<file path="src/rtl/conv_sequencer.sv">
// conv_sequencer: sequences one full-image convolution pass over the
// conv_memory window buffer and the pixel_pos scan counter.
// Starts a transaction, waits for each window to fill, hands it downstream
// over valid/ready and advances the scan until every pixel is visited.
// Optional fill watchdog: define CONV_SEQ_TIMEOUT_EN to enable it.
// All outputs are registered or decoded from the state register only.

module conv_sequencer #(
   parameter int X_MAX          = 16,
   parameter int Y_MAX          = 16,
   parameter int MAX_KERNAL     = 9,
   parameter int TIMEOUT_CYCLES = 1024
) (
   input  logic                               clk,
   input  logic                               n_rst,
   input  logic                               start,
   input  logic                               abort,
   input  logic [$clog2(X_MAX):0]             cfg_max_x,
   input  logic [$clog2(Y_MAX):0]             cfg_max_y,
   input  logic [7:0]                         cfg_kernel,
   output logic                               new_trans,
   output logic                               new_sample_req,
   input  logic                               new_sample_ready,
   output logic                               win_valid,
   input  logic                               win_ready,
   output logic                               busy,
   output logic                               done,
   output logic                               cfg_err,
   output logic                               timeout_err,
   output logic [$clog2(X_MAX*Y_MAX):0]       pix_count
);

   localparam int XW = $clog2(X_MAX) + 1;
   localparam int YW = $clog2(Y_MAX) + 1;
   localparam int PW = $clog2(X_MAX * Y_MAX) + 1;

   localparam logic [XW-1:0] LP_X_MAX = XW'(X_MAX);
   localparam logic [YW-1:0] LP_Y_MAX = YW'(Y_MAX);
   localparam logic [7:0]    LP_K_MAX = 8'(MAX_KERNAL);

   typedef enum logic [2:0] {
      ST_IDLE,
      ST_INIT,
      ST_DRAIN,
      ST_FILL,
      ST_PRESENT,
      ST_ADVANCE,
      ST_FINISH
   } state_t;

   state_t          r_state;
   state_t          w_state_next;

   logic [XW-1:0]   r_max_x;
   logic [YW-1:0]   r_max_y;
   logic [7:0]      r_kernel;
   logic [PW-1:0]   r_pix_count;
   logic            r_cfg_err;

   logic            w_cfg_illegal;
   logic            w_start_ok;
   logic            w_handshake;
   logic [PW-1:0]   w_pix_inc;
   logic [PW-1:0]   w_total;
   logic            w_wd_expired;

   // Configuration legality: kernel must be odd and within range, image
   // dimensions non-zero and within the maximum.
   assign w_cfg_illegal = (cfg_kernel == '0)
                       || !cfg_kernel[0]
                       || (cfg_kernel > LP_K_MAX)
                       || (cfg_max_x == '0)
                       || (cfg_max_x > LP_X_MAX)
                       || (cfg_max_y == '0)
                       || (cfg_max_y > LP_Y_MAX);

   assign w_start_ok  = (r_state == ST_IDLE) && start && !w_cfg_illegal;
   assign w_handshake = (r_state == ST_PRESENT) && win_ready;
   assign w_pix_inc   = r_pix_count + PW'(1);

   // Both operands widened before multiplying so the pixel total never truncates.
   assign w_total = PW'(r_max_x) * PW'(r_max_y);

`ifdef CONV_SEQ_TIMEOUT_EN
   localparam int TW = $clog2(TIMEOUT_CYCLES) + 1;

   logic [TW-1:0]   r_wd;
   logic            r_timeout_err;
   logic            w_waiting;

   assign w_waiting    = (r_state == ST_DRAIN) || (r_state == ST_FILL);
   assign w_wd_expired = w_waiting && (r_wd == TW'(TIMEOUT_CYCLES - 1));

   // Watchdog counter: counts cycles spent waiting, restarts on every state entry.
   always_ff @(posedge clk or negedge n_rst) begin
      if (!n_rst) begin
         r_wd <= '0;
      end else if (w_state_next != r_state) begin
         r_wd <= '0;
      end else if (w_waiting) begin
         r_wd <= r_wd + TW'(1);
      end
   end

   // Sticky timeout flag, cleared only by the next accepted start.
   always_ff @(posedge clk or negedge n_rst) begin
      if (!n_rst) begin
         r_timeout_err <= 1'b0;
      end else if (w_start_ok) begin
         r_timeout_err <= 1'b0;
      end else if (w_wd_expired && (w_state_next == ST_IDLE)) begin
         r_timeout_err <= 1'b1;
      end
   end

   assign timeout_err = r_timeout_err;
`else
   assign w_wd_expired = 1'b0;
   assign timeout_err  = 1'b0;
`endif

   // State register.
   always_ff @(posedge clk or negedge n_rst) begin
      if (!n_rst) begin
         r_state <= ST_IDLE;
      end else begin
         r_state <= w_state_next;
      end
   end

   // Next-state logic; abort overrides every other transition.
   always_comb begin
      w_state_next = r_state;
      case (r_state)
         ST_IDLE: begin
            if (w_start_ok) begin
               w_state_next = ST_INIT;
            end
         end
         ST_INIT: begin
            w_state_next = ST_DRAIN;
         end
         ST_DRAIN: begin
            // Wait for the previous window's ready to clear before filling.
            if (!new_sample_ready) begin
               w_state_next = ST_FILL;
            end else if (w_wd_expired) begin
               w_state_next = ST_IDLE;
            end
         end
         ST_FILL: begin
            if (new_sample_ready) begin
               w_state_next = ST_PRESENT;
            end else if (w_wd_expired) begin
               w_state_next = ST_IDLE;
            end
         end
         ST_PRESENT: begin
            if (win_ready) begin
               if (w_pix_inc == w_total) begin
                  w_state_next = ST_FINISH;
               end else begin
                  w_state_next = ST_ADVANCE;
               end
            end
         end
         ST_ADVANCE: begin
            w_state_next = ST_DRAIN;
         end
         ST_FINISH: begin
            w_state_next = ST_IDLE;
         end
         default: begin
            w_state_next = ST_IDLE;
         end
      endcase

      if (abort && (r_state != ST_IDLE)) begin
         w_state_next = ST_IDLE;
      end
   end

   // Latch configuration on an accepted start.
   always_ff @(posedge clk or negedge n_rst) begin
      if (!n_rst) begin
         r_max_x  <= '0;
         r_max_y  <= '0;
         r_kernel <= '0;
      end else if (w_start_ok) begin
         r_max_x  <= cfg_max_x;
         r_max_y  <= cfg_max_y;
         r_kernel <= cfg_kernel;
      end
   end

   // Accepted-window counter; holds its final value until the next start.
   always_ff @(posedge clk or negedge n_rst) begin
      if (!n_rst) begin
         r_pix_count <= '0;
      end else if (w_start_ok) begin
         r_pix_count <= '0;
      end else if (w_handshake && !abort) begin
         r_pix_count <= w_pix_inc;
      end
   end

   // One-cycle pulse for a start that carries an illegal configuration.
   always_ff @(posedge clk or negedge n_rst) begin
      if (!n_rst) begin
         r_cfg_err <= 1'b0;
      end else begin
         r_cfg_err <= (r_state == ST_IDLE) && start && w_cfg_illegal;
      end
   end

   // A running pass must always hold a configuration that passed the legality check.
   always_comb begin
      if (r_state != ST_IDLE) begin
         assert ((r_kernel <= LP_K_MAX) && r_kernel[0]
                 && (r_max_x != '0) && (r_max_y != '0)
                 && (TIMEOUT_CYCLES > 1));
      end
   end

   assign new_trans      = (r_state == ST_INIT);
   assign new_sample_req = (r_state == ST_ADVANCE);
   assign win_valid      = (r_state == ST_PRESENT);
   assign busy           = (r_state != ST_IDLE);
   assign done           = (r_state == ST_FINISH);
   assign cfg_err        = r_cfg_err;
   assign pix_count      = r_pix_count;

endmodule

</file>
<file path="config.mk">
export PLATFORM = sky130hd
export DESIGN_NAME = conv_sequencer
export DESIGN_NICKNAME = d
export VERILOG_FILES = /design/src/rtl/conv_sequencer.sv
export SDC_FILE = /design/constraint.sdc
export NUM_CORES = 1
export LEC_CHECK = 0
export CORE_ASPECT_RATIO = 0.6
export CORE_MARGIN = 5
export CORE_UTILIZATION = 40
export CTS_CLUSTER_SIZE = 24
export DETAILED_ROUTE_END_ITERATION = 8
export GPL_ROUTABILITY_DRIVEN = 0
export PLACE_DENSITY = 0.72
export SETUP_SLACK_MARGIN = 0.4
export SLEW_MARGIN = 0
export SYNTH_ARGS = -nofsm -noshare
export SYNTH_HDL_FRONTEND = slang
export SYNTH_SLANG_ARGS = --single-unit
</file>
<file path="constraint.sdc">
create_clock -name clk -period 4.13 [get_ports clk]
set_clock_uncertainty 0.1 [all_clocks]
set_input_delay 1.0325 -clock clk [delete_from_list [all_inputs] [get_ports clk]]
set_output_delay 1.0325 -clock clk [all_outputs]
set_load 0.03 [all_outputs]
</file>
==> impl_results.md <==
* Largest net degree at the start of global routing at 24
* WHS at ~490 ps
* R2R depth at 12
* ANT cells at 0
* Status: complete, no violations
* Initial antenna violation count at 0
* Fmax at 0.269 GHz
* Via count at 1710
* CTS Hold Bufs at 0
* Fin nets at 315
* Switching fraction of total power at 0.361
* Fin crit period at about 3700 ps
* Power Total at 0.694 mW
* Worst skew pair latency at between 200 and 300 ps
* I/O Pins at 40
* Crit path required time at 4250 ps
* Core area at roughly 0.0050 mm²
* Die W at 103 µm
* Placed cell areas at 0.00250 mm²
* Clk pin slew, worst setup/hold paths at around 100 ps
* #FFs+latches synth at 23
* Sequential area share after synthesis at 0.279
* Mapped Cells at 216
* Distinct cells, synth at 42
* Crit-path max FO at 3
* Antenna Nets Post-Route at 0
* Async S/R FF share, synth at 1.00
* H-tree levels at 1
* Max Cap Viol at 0
* Post-synth EDFFs at 0
* Die Span Y at 65.6 µm
* Leak pwr at 1.27 nW
* Router iterations before antenna repair at 4
* Share of post-route cells with drive strength above 1 at 0.159
* RSZ-0062 raised after global routing: yes
* Power Internal at 0.443 mW
* Final setup fails at 0
* Critical path class: reg -> reg
* Port Buffers at 38
* Clock group share of total power at 0.225
* Synth Net Count at 266
* Combinational share of power at 0.368
* Root buffer cell: clkbuf_8
* Routed WL at about 5000 µm
* Die footprint at between 0.006 and 0.007 mm²
* Slew Viols, Final at 0
* Rows at 20
* Vias in the first global route at roughly 1800
* GRT Overall Usage at 0.162
* Rel. slew slack at 0.290
* Hold Path Stages at 2
* Clock sinks at 23
* Cell area after layout at 0.00272 mm²
* First-pass GRT wire length at 8540 µm
* Post-synth top flop: dfrtp_1
* Mean Syn Cell Area at 9.54 µm²
* Mapped cell area at 0.00206 mm²
* Flop pwr share at 0.407
* Setup slack, reg-to-reg at just over 400 ps
* Aggregate global routing overflow at 0
* Routed len/inst at 15.2 µm
* Worst setup SP type: register
* CTS tree: built
* CTS Buf Count at 3
* Cell Count, Final, Fillers Out at 330
* Via/cell ratio at 5.18
* HPWL after DPL at 3740 µm
* Placed cells at 316
* Net load switching power at approximately 0.25 mW
* Starting Density at 0.410
* Longest Clk Path Bufs at 2
* DR iter-0 viols at 77
* Worst VDD drop at 222 µV
* Synth warnings at 0
* Post-route DRC at 0
* Area growth, synth to finish at 31.9%
* Total negative slack at 0 ps
* Slew of the pin with the lowest slew margin at 1060 ps
* CP endpoint kind: register
* Crit path DAT at 3840 ps
* Fin crit share at 0.900
* Worst min path class: reg -> reg
* Cell Pwr Density at about 260 mW/mm²
* Final Hold Fails at 0
critical path, stage by stage, from the launching register on:
cell and delay (ps):
dfrtp_1 390, nand2_1 90, fa_1 500, fa_1 490, inv_1 50, fa_1 520, ha_4 210, nor2b_1 120
o21a_1 210, o211ai_1 210, nand3_1 150, a2111oi_4 410, a41o_1 220
state kept, by name, summed over array words and instances, names as in the netlist:
name,cells
cfg_err,1
pix_count,9
r_max_x,5
r_max_y,5
r_state,3
placed cells by master (no fill, tap or decap), types with 3 or more instances in the layout:
| cell | count |
|---|---|
| clkdlybuf4s50_1 | 38 |
| dfrtp_1 | 23 |
| nand2_1 | 22 |
| inv_1 | 18 |
| nor2_1 | 16 |
| xnor2_1 | 15 |
| and2_1 | 14 |
| ha_1 | 14 |
| buf_4 | 11 |
| mux2_2 | 10 |
| xor2_1 | 10 |
| fa_1 | 7 |
| a21oi_1 | 6 |
| and3_1 | 5 |
| nor4_1 | 4 |
| nand3_1 | 4 |
| ha_4 | 4 |
| nor3_1 | 3 |
| nor2b_1 | 3 |
| xnor2_2 | 3 |
| clkbuf_8 | 3 |
logic make-up (layout without fill, tap and decap cells):
logic type / after synthesis / in the layout / share of synthesized area
and+or+nand+nor: 80 / 80 / 0.203
xor gates and xnor gates: 30 / 30 / 0.141
adders and majority gates: 26 / 26 / 0.187
DFF: 23 / 23 / 0.279
buffers and inverters: 23 / 71 / 0.0474
AOI/OAI and AO/OA: 22 / 22 / 0.0801
muxes: 11 / 11 / 0.0595
other: 1 / 1 / 0.00182
metrics by stage:
| step | utilization | worst slack [ps] |
|---|---|---|
| 2_1_floorplan | - | 430 |
| 6_report | 0.541 | 411 |
| 3_3_place_gp | 0.497 | 287 |
| 3_5_place_dp | 0.497 | 79.1 |
| 5_1_grt | 0.541 | 250 |
| 4_1_cts | 0.538 | 404 |
power groups by stage:
stage	Combinational, mW	Sequential, mW	Clock, mW
finish	0.255	0.282	0.156
CTS	0.257	0.280	0.158
detailed placement	0.233	0.287	0
global placement	0.228	0.288	0
floorplan	0.132	0.292	0
global route	0.277	0.286	0.166
cells in the mapped netlist, types with 2 or more instances:
library cell	instances	area share
clkbuf_1	2	0.0036
nand4_1	2	0.0061
o21ai_0	2	0.0049
nand2_1	23	0.042
o21a_1	2	0.0073
ha_1	18	0.11
and3_1	5	0.015
inv_1	18	0.033
xnor2_2	2	0.016
nor2b_1	3	0.0091
xnor2_1	16	0.068
nor2_1	16	0.029
buf_4	3	0.011
nor3_1	3	0.0073
nor4_1	4	0.012
nand3_1	4	0.0097
dfrtp_1	23	0.28
and2_1	14	0.042
xor2_1	11	0.047
a211oi_1	2	0.0073
a21oi_1	6	0.015
mux2_2	10	0.055
fa_1	8	0.078
area by class of cell:
class	count	area [µm²]
clock buffer	3	41.3
clock inverter	1	7.51
fill	442	2310
inverter	18	67.6
multi-input combinational	170	1480
sequential	23	576
tap	66	82.6
timing repair buffer	49	463
worst paths after layout:
check / start / end
max: r_max_x[1] / r_state[1]
min: pix_count[1] / pix_count[1]
max reg2reg: r_max_x[1] / r_state[1]
min reg2reg: pix_count[1] / pix_count[1]
max in group asynchronous: n_rst / r_max_y[1]
min in group asynchronous: n_rst / r_state[1]
metal layers:
metal  vias to the layer above  global-route usage  part of all wire
met4                         0              0.0458             0.017
met5                         -                   0                 0
met3                         9              0.0318             0.077
met1                       810               0.229              0.47
li1                        823                   -                 -
met2                        68               0.252              0.44
repair_timing:
item	4_1_cts	5_1_grt
setup endpoints to repair	2	2
setup buffers	10	0
gates resized for setup	9	2
pin swaps	13	12
Power figures use the tool's default switching activity.
